### src/rtl/vend_panel_arbiter.sv
// ----------------------------------------------------------------------------
// vend_panel_arbiter
//
// Purpose:
//   Shares one vending_machine core between two customer panels (A and B).
//   A round-robin arbiter grants one panel a sticky session. While the session
//   is open, that panel's coins are registered onto the core's coin input. The
//   core's dispense/change result is routed back to the granted panel only.
//   Each session closes through a single DONE cycle.
//
// Optional feature (macro VEND_ARB_TIMEOUT_EN):
//   When defined, an idle counter aborts a granted session after TIMEOUT
//   cycles without a coin and pulses timeout_err. When undefined, no counter
//   is built and timeout_err is tied low.
//
// Ports:
//   clk                 in   rising-edge clock
//   rst                 in   asynchronous active-low reset
//   req_a / req_b       in   panel session requests
//   coin_a / coin_b     in   [1:0] panel coin codes (00 none, 01 five,
//                            10 ten, 11 illegal)
//   vm_in               out  [1:0] coin code forwarded to the core
//   vm_out              in   dispense pulse from the core
//   vm_change           in   [1:0] change code from the core (00 = none)
//   gnt_a / gnt_b       out  session grant per panel
//   out_a / out_b       out  dispense routed to the granted panel
//   change_a / change_b out  [1:0] change routed to the granted panel
//   busy                out  high whenever the arbiter is not IDLE
//   timeout_err         out  one-cycle pulse when a session is aborted
// ----------------------------------------------------------------------------
module vend_panel_arbiter #(
    parameter int TIMEOUT = 15
) (
    input  logic       clk,
    input  logic       rst,
    input  logic       req_a,
    input  logic       req_b,
    input  logic [1:0] coin_a,
    input  logic [1:0] coin_b,
    output logic [1:0] vm_in,
    input  logic       vm_out,
    input  logic [1:0] vm_change,
    output logic       gnt_a,
    output logic       gnt_b,
    output logic       out_a,
    output logic       out_b,
    output logic [1:0] change_a,
    output logic [1:0] change_b,
    output logic       busy,
    output logic       timeout_err
);

    typedef enum logic [1:0] {
        IDLE    = 2'd0,
        GRANT_A = 2'd1,
        GRANT_B = 2'd2,
        DONE    = 2'd3
    } state_t;

    state_t     r_state;
    state_t     w_next;
    logic       r_prio_b;      // 1: B wins the next contention, 0: A wins
    logic [1:0] r_vm_in;
    logic       r_out_a;
    logic       r_out_b;
    logic [1:0] r_change_a;
    logic [1:0] r_change_b;
    logic       w_result;

    // A result from the core is either a dispense pulse or any change code.
    assign w_result = vm_out | (|vm_change);

`ifdef VEND_ARB_TIMEOUT_EN
    localparam logic [3:0] LP_LAST_IDLE = 4'(TIMEOUT - 1);

    logic [3:0] r_idle_cnt;
    logic       r_timeout_err;
    logic       w_timeout;
`else
    logic [3:0] w_unused_timeout;
    assign w_unused_timeout = TIMEOUT[3:0];
`endif

    // State register
    always_ff @(posedge clk or negedge rst) begin
        if (!rst) begin
            r_state <= IDLE;
        end else begin
            r_state <= w_next;
        end
    end

    // Next-state logic
    always_comb begin
        w_next = r_state;
`ifdef VEND_ARB_TIMEOUT_EN
        w_timeout = 1'b0;
`endif
        case (r_state)
            IDLE: begin
                if (req_a && req_b) begin
                    w_next = r_prio_b ? GRANT_B : GRANT_A;
                end else if (req_a) begin
                    w_next = GRANT_A;
                end else if (req_b) begin
                    w_next = GRANT_B;
                end
            end
            GRANT_A: begin
                if (w_result) begin
                    w_next = DONE;
`ifdef VEND_ARB_TIMEOUT_EN
                // A coin on the final idle cycle still keeps the session alive.
                end else if (r_idle_cnt == LP_LAST_IDLE && coin_a == 2'b00) begin
                    w_next    = DONE;
                    w_timeout = 1'b1;
`endif
                end
            end
            GRANT_B: begin
                if (w_result) begin
                    w_next = DONE;
`ifdef VEND_ARB_TIMEOUT_EN
                end else if (r_idle_cnt == LP_LAST_IDLE && coin_b == 2'b00) begin
                    w_next    = DONE;
                    w_timeout = 1'b1;
`endif
                end
            end
            default: begin
                w_next = IDLE;
            end
        endcase
    end

    // Output decode
    always_comb begin
        gnt_a = (r_state == GRANT_A);
        gnt_b = (r_state == GRANT_B);
        busy  = (r_state != IDLE);
    end

    // Registered datapath: coin forwarding, result routing, round-robin pointer
    always_ff @(posedge clk or negedge rst) begin
        if (!rst) begin
            r_vm_in    <= 2'b00;
            r_out_a    <= 1'b0;
            r_out_b    <= 1'b0;
            r_change_a <= 2'b00;
            r_change_b <= 2'b00;
            r_prio_b   <= 1'b0;
        end else begin
            // Coins only pass while the session continues, so DONE always
            // presents 00 to the core; illegal code 11 is squashed to 00.
            r_vm_in <= 2'b00;
            if (r_state == GRANT_A && w_next == GRANT_A && coin_a != 2'b11) begin
                r_vm_in <= coin_a;
            end else if (r_state == GRANT_B && w_next == GRANT_B && coin_b != 2'b11) begin
                r_vm_in <= coin_b;
            end

            // Results are honoured only inside a grant; in IDLE/DONE they drop.
            r_out_a    <= (r_state == GRANT_A) & vm_out;
            r_out_b    <= (r_state == GRANT_B) & vm_out;
            r_change_a <= (r_state == GRANT_A) ? vm_change : 2'b00;
            r_change_b <= (r_state == GRANT_B) ? vm_change : 2'b00;

            if (r_state == IDLE && w_next == GRANT_A) begin
                r_prio_b <= 1'b1;
            end else if (r_state == IDLE && w_next == GRANT_B) begin
                r_prio_b <= 1'b0;
            end
        end
    end

`ifdef VEND_ARB_TIMEOUT_EN
    // Idle counter: value k during the k-th cycle after entering a grant.
    always_ff @(posedge clk or negedge rst) begin
        if (!rst) begin
            r_idle_cnt    <= 4'd0;
            r_timeout_err <= 1'b0;
        end else begin
            r_timeout_err <= w_timeout;
            if (r_state == IDLE) begin
                r_idle_cnt <= 4'd0;
            end else if (r_state == GRANT_A && coin_a != 2'b00) begin
                r_idle_cnt <= 4'd0;
            end else if (r_state == GRANT_B && coin_b != 2'b00) begin
                r_idle_cnt <= 4'd0;
            end else if (r_state == GRANT_A || r_state == GRANT_B) begin
                r_idle_cnt <= r_idle_cnt + 4'd1;
            end else begin
                r_idle_cnt <= 4'd0;
            end
        end
    end

    assign timeout_err = r_timeout_err;
`else
    assign timeout_err = 1'b0;
`endif

    assign vm_in    = r_vm_in;
    assign out_a    = r_out_a;
    assign out_b    = r_out_b;
    assign change_a = r_change_a;
    assign change_b = r_change_b;

endmodule

### config.mk
export PLATFORM = sky130hd
export DESIGN_NAME = vend_panel_arbiter
export DESIGN_NICKNAME = d
export VERILOG_FILES = /design/src/rtl/vend_panel_arbiter.sv
export SDC_FILE = /design/constraint.sdc
export NUM_CORES = 1
export LEC_CHECK = 0
export BUFFER_PORTS_ARGS = -buffer_cell sky130_fd_sc_hd__clkbuf_2
export CORE_AREA = 4 4 41 43
export DETAILED_ROUTE_END_ITERATION = 10
export DIE_AREA = 0 0 45 47
export GPL_TIMING_DRIVEN = 0
export PLACE_DENSITY = 0.73
export SLEW_MARGIN = 20
export SYNTH_ARGS = -nofsm -noshare
export SYNTH_HDL_FRONTEND = slang
export SYNTH_SLANG_ARGS = --single-unit
### constraint.sdc
create_clock -name clk -period 5.8 [get_ports clk]
set_input_delay 0.87 -clock clk [delete_from_list [all_inputs] [get_ports clk]]
set_output_delay 0.87 -clock clk [all_outputs]
set_load 0.02 [all_outputs]
After elaboration in Yosys (flattened, before gate mapping)
Index checks and enable logic that the tools add are counted. Widths: inputs -> output; s select.

Logic and storage cells: 40. Bits of input ports: 11. Flip-flop bits (word level): 11.

Multiplexer cells: 12. Eq/ne operators: 6. Reductions and logical operators: 12. Bitwise gates (word level): 3.

Operators by type and width (count): $mux 2 (9); $logic_and 1x1->1 (7); $eq 2x1->1 const B (2); $eq 2x2->1 const B (2); $ne 2x2->1 const B (2); $pmux 2 s2 (1); $reduce_bool 2->1 (2); $reduce_or 2->1 (2); $and 1x1->1 (2); $logic_not 2->1 (1); $mux 1 (2); $or 1x1->1 (1).

Longest topological paths before layout
Gate-level depths: netlist (run 1).

Depth after elaboration: 9. Gate-level depth with buffers: 6. Gate-level depth less buffers: 6.

Worst setup path before layout (run 1)
OpenSTA, ideal clock, no wires.

Path type: input -> register. Start: input port vm_change[1]. End: register r_vm_in[0], in the netlist vm_in[0]. Setup time: 121 ps. Arrival time: 2262 ps. Slack: 3418 ps. Data required time: 5679 ps. Stages on the path: 4. Path buffers: 0. Cell sequence: o41a_1 > a311o_1 > or4_1 > a21boi_1.

Cells in the longest elaborated chain, start to end: 9. Elaborated cells on any way between the ends: 12. Classes of those cells: eq/ne (2); mux (4); bitwise (1); reduce/logical (5).

Ends and longest elaborated chain: from (decl) (line 42) `input logic [1:0] vm_change,`; $reduce_or 2->1 (*) (line 71) `assign w_result = vm_out | (|vm_change);`; $or 1x1->1 (*) (line 71); $mux 2 (*) (line 110, 121); $pmux 2 s2 (*) (line 99) `case (r_state)`; $eq 2x2->1 (line 158) `end else if (r_state == GRANT_B && w_next == GRANT_B && coin_b != 2'b11) begin`; $logic_and 1x1->1 (2 in series) (line 158); $mux 2 (line 158); $mux 2 (*) (line 156) `if (r_state == GRANT_A && w_next == GRANT_A && coin_a != 2'b11) begin`; to (signal assigned) (line 157) `r_vm_in <= coin_a;`; to (signal assigned) (line 159) `r_vm_in <= coin_b;`; to (decl) (line 63) `logic [1:0] r_vm_in;`.

Every way passes the cells marked *; elsewhere a longest branch is shown, timed or not. A chain may end at the register's enable or synchronous reset.

Final worst setup path (run 1)
Ends and elaborated chain as after synthesis.

==> results of run 1 <==
==> layer usage <==
layer | track usage | up-vias
met1 | 0.1627 | 218
met4 | 0.1228 | 0
met5 | 0 | -
met2 | 0.2090 | 21
li1 | - | 243
met3 | 0.04215 | 5
==> cells in the final DEF (no fill, tap or decap), types with 2 or more instances in the layout <==
cell / netlist / routed
a21boi_1: 2 / 2
clkbuf_4: 0 / 3
ha_1: 4 / 4
o41a_1: 2 / 2
and2_1: 5 / 5
nand2b_1: 3 / 3
nor2_1: 3 / 3
inv_1: 5 / 5
and2_2: 2 / 2
or4_1: 2 / 2
dfrtp_1: 11 / 11
clkbuf_2: 0 / 21
and3b_1: 2 / 2
nand4_1: 2 / 2
==> metrics by stage <==
stage | util | cell area, um2 | instances | total power, mW | hold slack (ns)
after global placement | 0.5413 | 704.4 | 90 | 0.3276 | 0.5243
final | 0.5615 | 730.7 | 94 | 0.3845 | 0.4532
after global routing | 0.5615 | 730.7 | 94 | 0.4181 | 0.4646
after floorplan | - | 580.6 | 54 | 0.2744 | 0.4974
after CTS | 0.5615 | 730.7 | 94 | 0.3875 | 0.4578
after detailed placement | 0.5413 | 704.4 | 90 | 0.3324 | 0.5284
==> synth_stat cells <==
library cell,count,area [um2]
nor3_1,1,5.000
buf_4,1,7.510
a31oi_1,1,6.260
nand3b_1,1,7.510
and2_2,2,15.01
nand4_1,2,12.51
o311a_1,1,10.01
dfrtp_1,11,275.3
or4_1,2,15.01
and3b_1,2,17.52
nor2_1,3,11.26
o32a_1,1,10.01
conb_1,1,3.750
o41a_1,2,22.52
a311o_1,1,10.01
nand2_1,1,3.750
nand2b_1,3,18.77
ha_1,4,50.05
o41ai_1,1,8.760
and2_1,5,31.28
a21oi_1,1,5.000
inv_1,5,18.77
a21boi_1,2,15.01
==> cell type report <==
cell class              count  share of cell area
flip-flops and latches     11              0.3767
clock buffers               4             0.03596
well taps                  15             0.02568
repair buffers             21              0.1438
multi-input cells          37              0.3818
inverters                   5             0.02568
plain buffers               1             0.01027
==> how the worst max path moves through the flow <==
| stage | start | end | slack, ns | cells after the start |
|---|---|---|---|---|
| global route | vm_change[1] | vm_in[1] | 3.43 | 5 |
| detailed placement | vm_change[1] | vm_in[0] | 3.20 | 5 |
| floorplan | vm_change[1] | vm_in[0] | 3.42 | 4 |
| global placement | vm_change[1] | vm_in[1] | 3.22 | 5 |
| finish | vm_change[1] | vm_in[0] | 3.49 | 5 |
| CTS | vm_change[1] | vm_in[0] | 3.48 | 5 |
==> state kept, by name, summed over array words and instances (netlist names) <==
signal	count
vm_in	2
out_a	1
out_b	1
change_b	2
change_a	2
r_state	2
r_prio_b	1
==> worst max-delay path: cells and delay by family <==
| kind | cells | cell delay (ns) |
|---|---|---|
| AND/OR/NAND/NOR | 1 | 0.52 |
| AO/OA/AOI/OAI | 3 | 0.97 |
| buffers and inverters | 1 | 0.11 |
==> kinds of logic after synthesis <==
logic type	after synthesis	share of synthesized area
AO/OA/AOI/OAI	10	0.1509
flip-flops	11	0.4741
buffers and inverters	6	0.04527
other	1	0.006459
adder cells (fa/ha/maj)	4	0.08621
AND/OR/NAND/NOR	22	0.2370
==> power groups by stage <==
stage	Combinational, mW	Sequential, mW	Clock, mW
CTS	0.213	0.119	0.0552
finish	0.211	0.119	0.0543
global route	0.237	0.122	0.0591
global placement	0.208	0.120	0
detailed placement	0.212	0.121	0
floorplan	0.138	0.137	0
==> impl_results.md, run 1 <==
* DR top layer: met4
* Core Area at 1301 um2
* Power Dens Cells at 526.2 nW/um2
* Fmax at 0.4336 GHz
* Routed WL at 1189 um
* Largest stage delay, worst path at 0.52 ns
* Hold crit path type: input pin to async pin
* Syn Nets at 69
* Flops & latches, synth at 11
* Hold Buf Count CTS at 0
* Outcome: completed
* Largest net degree at the start of global routing at 12
* Pint at 0.2158 mW
* Clock Path Buffers at 2
* Area of the multi-input gates at 279.0 um2
* Nets at 95
* Sw Share at 0.4388
* Kind of critical path: input pin to register
* Vias in the first global route at 470
* Initial Util at 0.4462
* Antenna violations before repair at 0
* Comb power frac at 0.550
* # clock sinks at 11
* Gr usage total at 0.1400
* CTS H-tree depth at 1
* Initial DRC count at 6
* Die H at 47 um
* Die area at 2115 um2
* Overflow after GRT at 0
* Post-synthesis sequential area ratio at 0.4741
* Die width at 45 um
* Ant diodes at 0
* Ports at 23
* RSZ-0062 raised after global routing: false
* VDD IR max at 0.2481 mV
* Register area at 275.3 um2
* First-pass GRT wire length at 2007 um
* Routed wl met3 at 108 um
* CP required at 5.96 ns
* Vias at 487
* CTS Buf Count at 3
* Place WS at 3.198 ns
* Hold Vio Cnt, Final at 0
* Final setup fails at 0
* Drt drc at 0
* Reg2Reg Setup Slack at 3.62 ns
* Row cnt at 13
* Mapped Area at 580.6 um2
* Tmin final at 2.306 ns
* Share of layout cells above drive strength 1 at 0.3418
* Area growth syn-to-layout at 25.86%
* DRT met1 WL at 511 um
* Final TNS setup at 0 ns
* Syn. warnings at 0
* Via-to-Cell Ratio at 5.181
* Met2 WL at 525 um
* Root Driver: clkbuf_4
* Reg clk slew, reported paths at 0.08 ns
* Clock group share of total power at 0.141
* Setup Fix Bufs, Post-CTS at 0
* Post-cts resize count at 0
* Drt pass-1 iters at 2
* Worst Clk Skew at 0.01162 ns
* Psw at 0.1687 mW
* Yosys cell types at 23
* Maxcap violations at 0
* Fin. max-slew vios at 0
* Fillers at 138
* DRT antenna net count at 0
* Crit path launch type: input pin
* Leakage at 0.3861 nW
* FF-to-FF Start: r_state[0]
* Port bufs at 21
* Routability cong. at 0.8021
* Flop pwr share at 0.309
* Worst EP arrival at 2.46 ns
* CP max-delay cell: or4_1
* Period utilization at 0.3976
* Post-detail-place hpwl at 936.6 um
* Worst r2r path cells at 6
* Crit. End Element: register
* Clk_lat worst skew at 0.28 ns
* Mapped Cells at 54
* Drt wl/cell at 12.65 um
* Worst r2r dst: vm_in[0]
* Crit Path Max Fanout at 7
* CTS tree: done
* Cell Chain, Critical Path: clkbuf_2, o41a_1, a311o_1, or4_1, a21boi_1
* Syn avg cell area at 10.75 um2
* Final WS setup at 3.494 ns
Power figures use the tool's default switching activity.
==> run 2: changes to the inputs <==
--- a/config.mk
+++ b/config.mk
@@ -5,12 +5,13 @@
 export SDC_FILE = /design/constraint.sdc
 export NUM_CORES = 1
 export LEC_CHECK = 0
+export ABC_AREA = 1
 export BUFFER_PORTS_ARGS = -buffer_cell sky130_fd_sc_hd__clkbuf_2
 export CORE_AREA = 4 4 41 43
 export DETAILED_ROUTE_END_ITERATION = 10
 export DIE_AREA = 0 0 45 47
 export GPL_TIMING_DRIVEN = 0
-export PLACE_DENSITY = 0.73
+export PLACE_DENSITY = 0.71
 export SLEW_MARGIN = 20
 export SYNTH_ARGS = -nofsm -noshare
 export SYNTH_HDL_FRONTEND = slang
==> constraint.sdc (replaced) <==
create_clock -name clk -period 2.2 [get_ports clk]
set_input_delay 0.33 -clock clk [delete_from_list [all_inputs] [get_ports clk]]
set_output_delay 0.33 -clock clk [all_outputs]
set_load 0.02 [all_outputs]
==> run 2 against run 1 <==
  * Worst hold slack lost 0.17 ns
  * Via count grew 3.5%
  * Synthesized area down 3.2%
  * Cell count increased by 16%
  * Highest routed layer unchanged
==> impl_results.md, run 2 <==
* Post-synthesis sequential area ratio at 0.4900 (was 0.4741)
* Comb power frac at 0.550 (about the same)
* Final Cell Area at 721.9 um2 (was 730.7 um2)
* Compound-cell area share of the yosys netlist at 0.03118 (was 0.1509)
* Pint at 0.5186 mW (was 0.2158 mW)
* Final TNS setup at 0 ns (unchanged)
* CP required at 1.87 ns (was 5.96 ns)
* Synth area leader: dfrtp_1 (unchanged)
* Post-Synth XOR/XNOR Area at 0 (unchanged)
* Clock Path Buffers at 2 (unchanged)
* CTS H-tree depth at 1 (unchanged)
* Row cnt at 13 (unchanged)
* Nets at 110 (was 95)
* Fmax at 0.6282 GHz
* Leakage at 0.4751 nW (was 0.3861 nW)
* Antenna violations before repair at 0 (unchanged)
* Drt drc at 0 (unchanged)
* Most frequent cells in the layout: clkbuf_2, inv_1, nand2_1 (was clkbuf_2, dfrtp_1, inv_1, and2_1, ha_1)
* Crit. End Element: output pin (was register)
* Flops & latches, synth at 11 (unchanged)
* Dpl cell area at 685.7 um2 (was 704.4 um2)
* Syn. warnings at 0 (unchanged)
* Synth top area cells: dfrtp_1, inv_1, nand2_1 (was dfrtp_1, ha_1, and2_1)
* Initial DRC count at 2 (was 6)
* Yosys cell types at 14 (was 23)
* Setup Fix Bufs, Post-CTS at 0 (unchanged)
* Share of layout cells above drive strength 1 at 0.3404 (was 0.3418)
* Post-layout util at 0.5548 (was 0.5615)
* Top FF cell, synth: dfrtp_1 (unchanged)
* Maxcap violations at 0 (unchanged)
* Place WS at 0.7540 ns (was 3.198 ns)
* Final WS setup at 0.6082 ns (was 3.494 ns)
* Mapped Cells at 68 (was 54)
* Ant diodes at 0 (unchanged)
* Die H at 47 um (unchanged)
* Mux cell area share after synthesis at 0 (unchanged)
* Gr usage total at 0.1264 (was 0.1400)
* CTS tree: done (unchanged)
* Psw at 0.4581 mW (was 0.1687 mW)
* Largest net degree at the start of global routing at 12 (unchanged)
* Ys async rst share at 1.000 (unchanged)
* Core Area at 1301 um2 (unchanged)
* Overflow after GRT at 0 (unchanged)
* Post-detail-place hpwl at 978.6 um (was 936.6 um)
* Fin. max-slew vios at 0 (unchanged)
* Post-Place Cells at 104 (was 90)
* Final setup fails at 0 (unchanged)
* Vias in the first global route at 502 (was 470)
* Worst Clk Skew at 0.002383 ns (was 0.01162 ns)
* Hold Vio Cnt, Final at 0 (unchanged)
* Drt pass-1 iters at 3 (was 2)
* Number of synthesized flops with an enable pin at 0 (unchanged)
* Worst EP arrival at 1.26 ns (was 2.46 ns)
* Period utilization at 0.7236
* DRT antenna net count at 0 (unchanged)
* First-pass GRT wire length at 1849 um (was 2007 um)
* CP max-delay cell: dfrtp_1 (was or4_1)
* CTS Buf Count at 3 (unchanged)
* Initial Util at 0.4317 (was 0.4462)
* Cell Chain, Critical Path: inv_1, ha_1, clkbuf_2 (was clkbuf_2, o41a_1, a311o_1, or4_1, a21boi_1)
* # clock sinks at 11 (unchanged)
* Synth Area in Adders at 0.08909 (was 0.08621)
* Total power at 0.9768 mW (was 0.3845 mW)
* Final hold slack at 0.2793 ns (was 0.4532 ns)
* Vias at 504 (was 487)
* Syn avg cell area at 8.262 um2 (was 10.75 um2)
* Mapped Area at 561.8 um2 (was 580.6 um2)
* Synth cell count leaders: inv_1, nand2_1, dfrtp_1 (was dfrtp_1, and2_1, inv_1)
* Die area at 2115 um2 (unchanged)
* Outcome: completed (unchanged)
* Tmin final at 1.592 ns
* Simple-gate share of the synthesized area at 0.2561 (was 0.2371)
* Crit path launch type: register (was input pin)
* VDD IR max at 0.5492 mV (was 0.2481 mV)
* Yosys top cell area share at 0.4900 (was 0.4741)
* RSZ-0062 raised after global routing: false (unchanged)
* Ports at 23 (unchanged)
* Largest family of logic cells by synthesized area: simple AND/OR/NAND/NOR gates (unchanged)
* Clk_lat worst skew at 0.26 ns (was 0.28 ns)
* Root Driver: clkbuf_4 (unchanged)
* Largest stage delay, worst path at 0.42 ns (was 0.52 ns)
* Via-to-Cell Ratio at 4.624 (was 5.181)
* Die width at 45 um (unchanged)
* Crit Path Max Fanout at 5 (was 7)
* Area growth syn-to-layout at 28.51% (was 25.86%)
* Hold crit path type: input pin to register (was input pin to async pin)
* Routed WL at 1121 um (was 1189 um)
* Sw Share at 0.4690 (was 0.4388)
* Syn Nets at 83 (was 69)
* Power Dens Cells at 1353 nW/um2 (was 526.2 nW/um2)
* Routability cong. at 0.7510 (was 0.8021)
* Port bufs at 21 (unchanged)
* Final cell count without fillers at 109 (was 94)
* Clock group share of total power at 0.139 (was 0.141)
* Commonest non-fill, non-tap cell in the layout: clkbuf_2 (unchanged)
* Drt wl/cell at 10.28 um (was 12.65 um)
* Reg clk slew, reported paths at 0.07 ns (was 0.08 ns)
* Kind of critical path: register to output pin (was input pin to register)
* Flop pwr share at 0.311 (was 0.309)
-- run 2: power by group through the flow --
stage	clock network (mW)	logic, mW	registers, mW
2_1_floorplan	0	0.350	0.352
3_3_place_gp	0	0.525	0.305
3_5_place_dp	0	0.543	0.309
4_1_cts	0.139	0.546	0.305
5_1_grt	0.145	0.607	0.309
6_report	0.135	0.537	0.304
-- run 2: timing repair --
action / 4_1_cts / 5_1_grt
resized for setup: 0 / 0
endpoints found under the hold margin: 11 / 0
hold buffers: 1 / 0
setup endpoints to repair: 0 / 0
-- run 2: path summary, 6_finish.rpt --
check / from / cells past startpoint / slack, ns / endpoint
max: r_state[0] / 3 / 0.61 / gnt_b
max in group asynchronous: rst / 2 / 1.51 / change_b[0]
min in group asynchronous: rst / 2 / 0.48 / out_a
max reg2reg: r_state[0] / 9 / 0.75 / r_prio_b
min reg2reg: r_prio_b / 2 / 0.48 / r_prio_b
min: vm_change[0] / 3 / 0.28 / change_a[0]
-- run 2: layer usage --
metal / vias to the layer above / part of all wire / global-route usage
met3: 2 / 0.092 / 0.04215
met4: 0 / 0.0089 / 0.08772
li1: 253 / - / -
met1: 235 / 0.36 / 0.1132
met2: 14 / 0.54 / 0.2373
met5: - / 0 / 0
-- run 2: layout make-up --
type                       count  area, um2
multi-input combinational     39      215.2
clock buffer                   4      26.28
inverter                      17      63.81
tap                           15      18.77
fill                         128      579.3
buffer                         1      7.507
timing repair buffer          22      115.1
sequential                    11      275.3
-- run 2: worst max-delay path, delay by kind of cell, from the launching register on --
family,cells,cell delay [ns]
fa+ha+maj,1,0.25
flops,1,0.42
buf+inv,2,0.32
-- run 2: kinds of logic (layout without fill, tap and decap cells) --
group | after synthesis | after routing
other | 1 | 1
DFF | 11 | 11
buffers and inverters | 18 | 44
AOI/OAI and AO/OA | 3 | 3
and+or+nand+nor | 31 | 31
adders and majority gates | 4 | 4
==> run 3: changes to the inputs <==
--- a/config.mk
+++ b/config.mk
@@ -7,9 +7,9 @@
 export LEC_CHECK = 0
 export ABC_AREA = 1
 export BUFFER_PORTS_ARGS = -buffer_cell sky130_fd_sc_hd__clkbuf_2
-export CORE_AREA = 4 4 41 43
+export CORE_MARGIN = 4
+export CORE_UTILIZATION = 40
 export DETAILED_ROUTE_END_ITERATION = 10
-export DIE_AREA = 0 0 45 47
 export GPL_TIMING_DRIVEN = 0
 export PLACE_DENSITY = 0.71
 export SLEW_MARGIN = 20
==> constraint.sdc (replaced) <==
create_clock -name clk -period 1.4 [get_ports clk]
set_input_delay 0.21 -clock clk [delete_from_list [all_inputs] [get_ports clk]]
set_output_delay 0.21 -clock clk [all_outputs]
set_load 0.02 [all_outputs]
==> run 3 against run 2 <==
  * Via count rose by 4.6%
  * Clock power rose by 59%
  * Combinational power rose to 2.6 times the previous value
  * Worst setup slack got worse by 0.60 ns
  * Cell area rose by 19%
  * Cell count rose by 4.6%
  * Register-to-register slack got worse by 0.74 ns
  * Critical path depth rose by 6
  * Flip-flop and latch count did not move
  * Non-clock buffer count rose by 5
  * Total power rose by 110%
  * Global-route usage rose by 1.0 points
  * Critical endpoint is now r_prio_b
  * Largest power group unchanged
==> impl_results.md, run 3 (synthesized netlist as in run 2, its figures left out) <==
* Hold crit path type: input pin to register (unchanged)
* RSZ-0062 raised after global routing: true (was false)
* Root Driver: clkbuf_4 (unchanged)
* Core Area at 1318 um2 (was 1301 um2)
* Largest net degree at the start of global routing at 12 (unchanged)
* Vias in the first global route at 495 (was 502)
* Leakage at 0.5165 nW (was 0.4751 nW)
* Post-Place Cells at 104 (unchanged)
* Drt drc at 0 (unchanged)
* Largest stage delay, worst path at 0.42 ns (about the same)
* Overflow after GRT at 0 (unchanged)
* Final Cell Area at 859.6 um2 (was 721.9 um2)
* Antenna violations before repair at 0 (unchanged)
* Port bufs at 21 (unchanged)
* DRT antenna net count at 0 (unchanged)
* Worst Clk Skew at 0.001022 ns (was 0.002383 ns)
* Routed WL at 1236 um (was 1121 um)
* Ant diodes at 0 (unchanged)
* Pint at 1.157 mW (was 0.5186 mW)
* Row cnt at 13 (unchanged)
* Crit path launch type: register (unchanged)
* CTS tree: done (unchanged)
* Fin. max-slew vios at 0 (unchanged)
* Reg clk slew, reported paths at 0.07 ns (about the same)
* Hold Vio Cnt, Final at 0 (unchanged)
* Area growth syn-to-layout at 53.01% (was 28.51%)
* Die area at 2068 um2 (was 2115 um2)
* Psw at 0.9373 mW (was 0.4581 mW)
* Final TNS setup at 0 ns (unchanged)
* Initial DRC count at 14 (was 2)
* Via-to-Cell Ratio at 4.623 (was 4.624)
* Maxcap violations at 0 (unchanged)
* Gr usage total at 0.1366 (was 0.1264)
* VDD IR max at 1.359 mV (was 0.5492 mV)
* CTS Buf Count at 3 (unchanged)
* Comb power frac at 0.670 (was 0.550)
* Cell Chain, Critical Path: inv_2, ha_4, nand2_4, nand2_4, nand2_4, nor2_4, nand2_1, nand2_1, nand2_1 (was inv_1, ha_1, clkbuf_2)
* Crit path max-delay family: simple AND/OR/NAND/NOR gates (was flip-flops)
* Dpl cell area at 685.7 um2 (unchanged)
* Fillers at 109 (was 128)
* First-pass GRT wire length at 1987 um (was 1849 um)
* Post-detail-place hpwl at 913.5 um (was 978.6 um)
* Tmin final at 1.387 ns
* Worst path buffer plus inverter count at 1 (was 2)
* CTS H-tree depth at 1 (unchanged)
* Power Dens Cells at 2436 nW/um2 (was 1353 nW/um2)
* Kind of critical path: register to register (was register to output pin)
* Crit. End Element: register (was output pin)
* Final setup fails at 0 (unchanged)
* CP max-delay cell: dfrtp_1 (unchanged)
* CP required at 1.56 ns (was 1.87 ns)
* # clock sinks at 11 (unchanged)
* Flop pwr share at 0.228 (was 0.311)
* Final cell count without fillers at 114 (was 109)
* Fmax at 0.7209 GHz
* Drt wl/cell at 10.84 um (was 10.28 um)
* Clk_lat worst skew at 0.26 ns (about the same)
* Vias at 527 (was 504)
* Outcome: completed (unchanged)
* Commonest non-fill, non-tap cell in the layout: clkbuf_2 (unchanged)
* Routability cong. at 0.8290 (was 0.7510)
* Initial Util at 0.4264 (was 0.4317)
* Die H at 45.48 um (was 47 um)
* Worst EP arrival at 1.54 ns (was 1.26 ns)
* Crit Path Max Fanout at 4 (was 5)
* Die width at 45.48 um (was 45 um)
* Sw Share at 0.4476 (was 0.4690)
* Ports at 23 (unchanged)
* Period utilization at 0.9908
* Share of layout cells above drive strength 1 at 0.4444 (was 0.3404)
* Nets at 115 (was 110)
* Clock Path Buffers at 2 (unchanged)
* Drt pass-1 iters at 4 (was 3)
* Most frequent cells in the layout: clkbuf_2, inv_1, nand2_1 (unchanged)
* Clock group share of total power at 0.102 (was 0.139)
## run 3: worst paths after layout
| kind | startpoint | to | slack, ns | depth (start not counted) |
|---|---|---|---|---|
| max | r_state[0] | r_prio_b | 0.01 | 9 |
| min | vm_change[0] | change_b[0] | 0.16 | 3 |
| max reg2reg | r_state[0] | r_prio_b | 0.01 | 9 |
| min reg2reg | r_prio_b | r_prio_b | 0.49 | 2 |
| max in group asynchronous | rst | r_prio_b | 0.82 | 2 |
| min in group asynchronous | rst | change_a[0] | 0.36 | 2 |
## run 3: power by group through the flow
stage | sequential (mW) | clock [mW] | combinational [mW]
floorplan | 0.552 | 0 | 0.550
global placement | 0.479 | 0 | 0.824
detailed placement | 0.482 | 0 | 0.848
CTS | 0.482 | 0.226 | 1.01
global route | 0.488 | 0.248 | 1.53
finish | 0.477 | 0.214 | 1.40
## run 3: layout make-up
cell class	count	area, um2	share of cell area
multi-input cells	39	297.8	0.3464
flip-flops and latches	11	275.3	0.3202
repair buffers	27	170.2	0.1980
inverters	17	63.81	0.07424
clock buffers	4	26.28	0.03057
well taps	15	18.77	0.02183
plain buffers	1	7.507	0.008734
## run 3: worst reg2reg max path: stages (launching register included)
cell and delay (ns):
dfrtp_1 0.42, inv_2 0.09, ha_4 0.30, nand2_4 0.05, nand2_4 0.07, nand2_4 0.06
nor2_4 0.13, nand2_1 0.06, nand2_1 0.05, nand2_1 0.05
## run 3: timing repair
action	in CTS	in global routing
pin swaps	0	10
endpoints found under the hold margin	11	0
resized for setup	10	14
setup endpoints to repair	6	6
setup buffers	1	4
hold buffers	1	0
## run 3: metal layers
layer / vias up / track usage / wire length (um)
met5: - / 0 / 0
met4: 0 / 0.07018 / 8
met3: 2 / 0.03557 / 79
met2: 13 / 0.2451 / 675
met1: 251 / 0.1432 / 473
li1: 261 / - / -
## run 3: metrics by stage
step | power, mW | worst slack, ns | hold WS [ns] | util
after floorplan | 1.102 | 0.1207 | -0.08559 | -
after global placement | 1.303 | -0.01346 | 0.09532 | 0.5204
after detailed placement | 1.330 | -0.05442 | 0.1015 | 0.5204
after CTS | 1.715 | -0.01416 | 0.1505 | 0.5907
after global routing | 2.267 | -0.05784 | 0.1583 | 0.6524
final | 2.094 | 0.01293 | 0.1565 | 0.6524
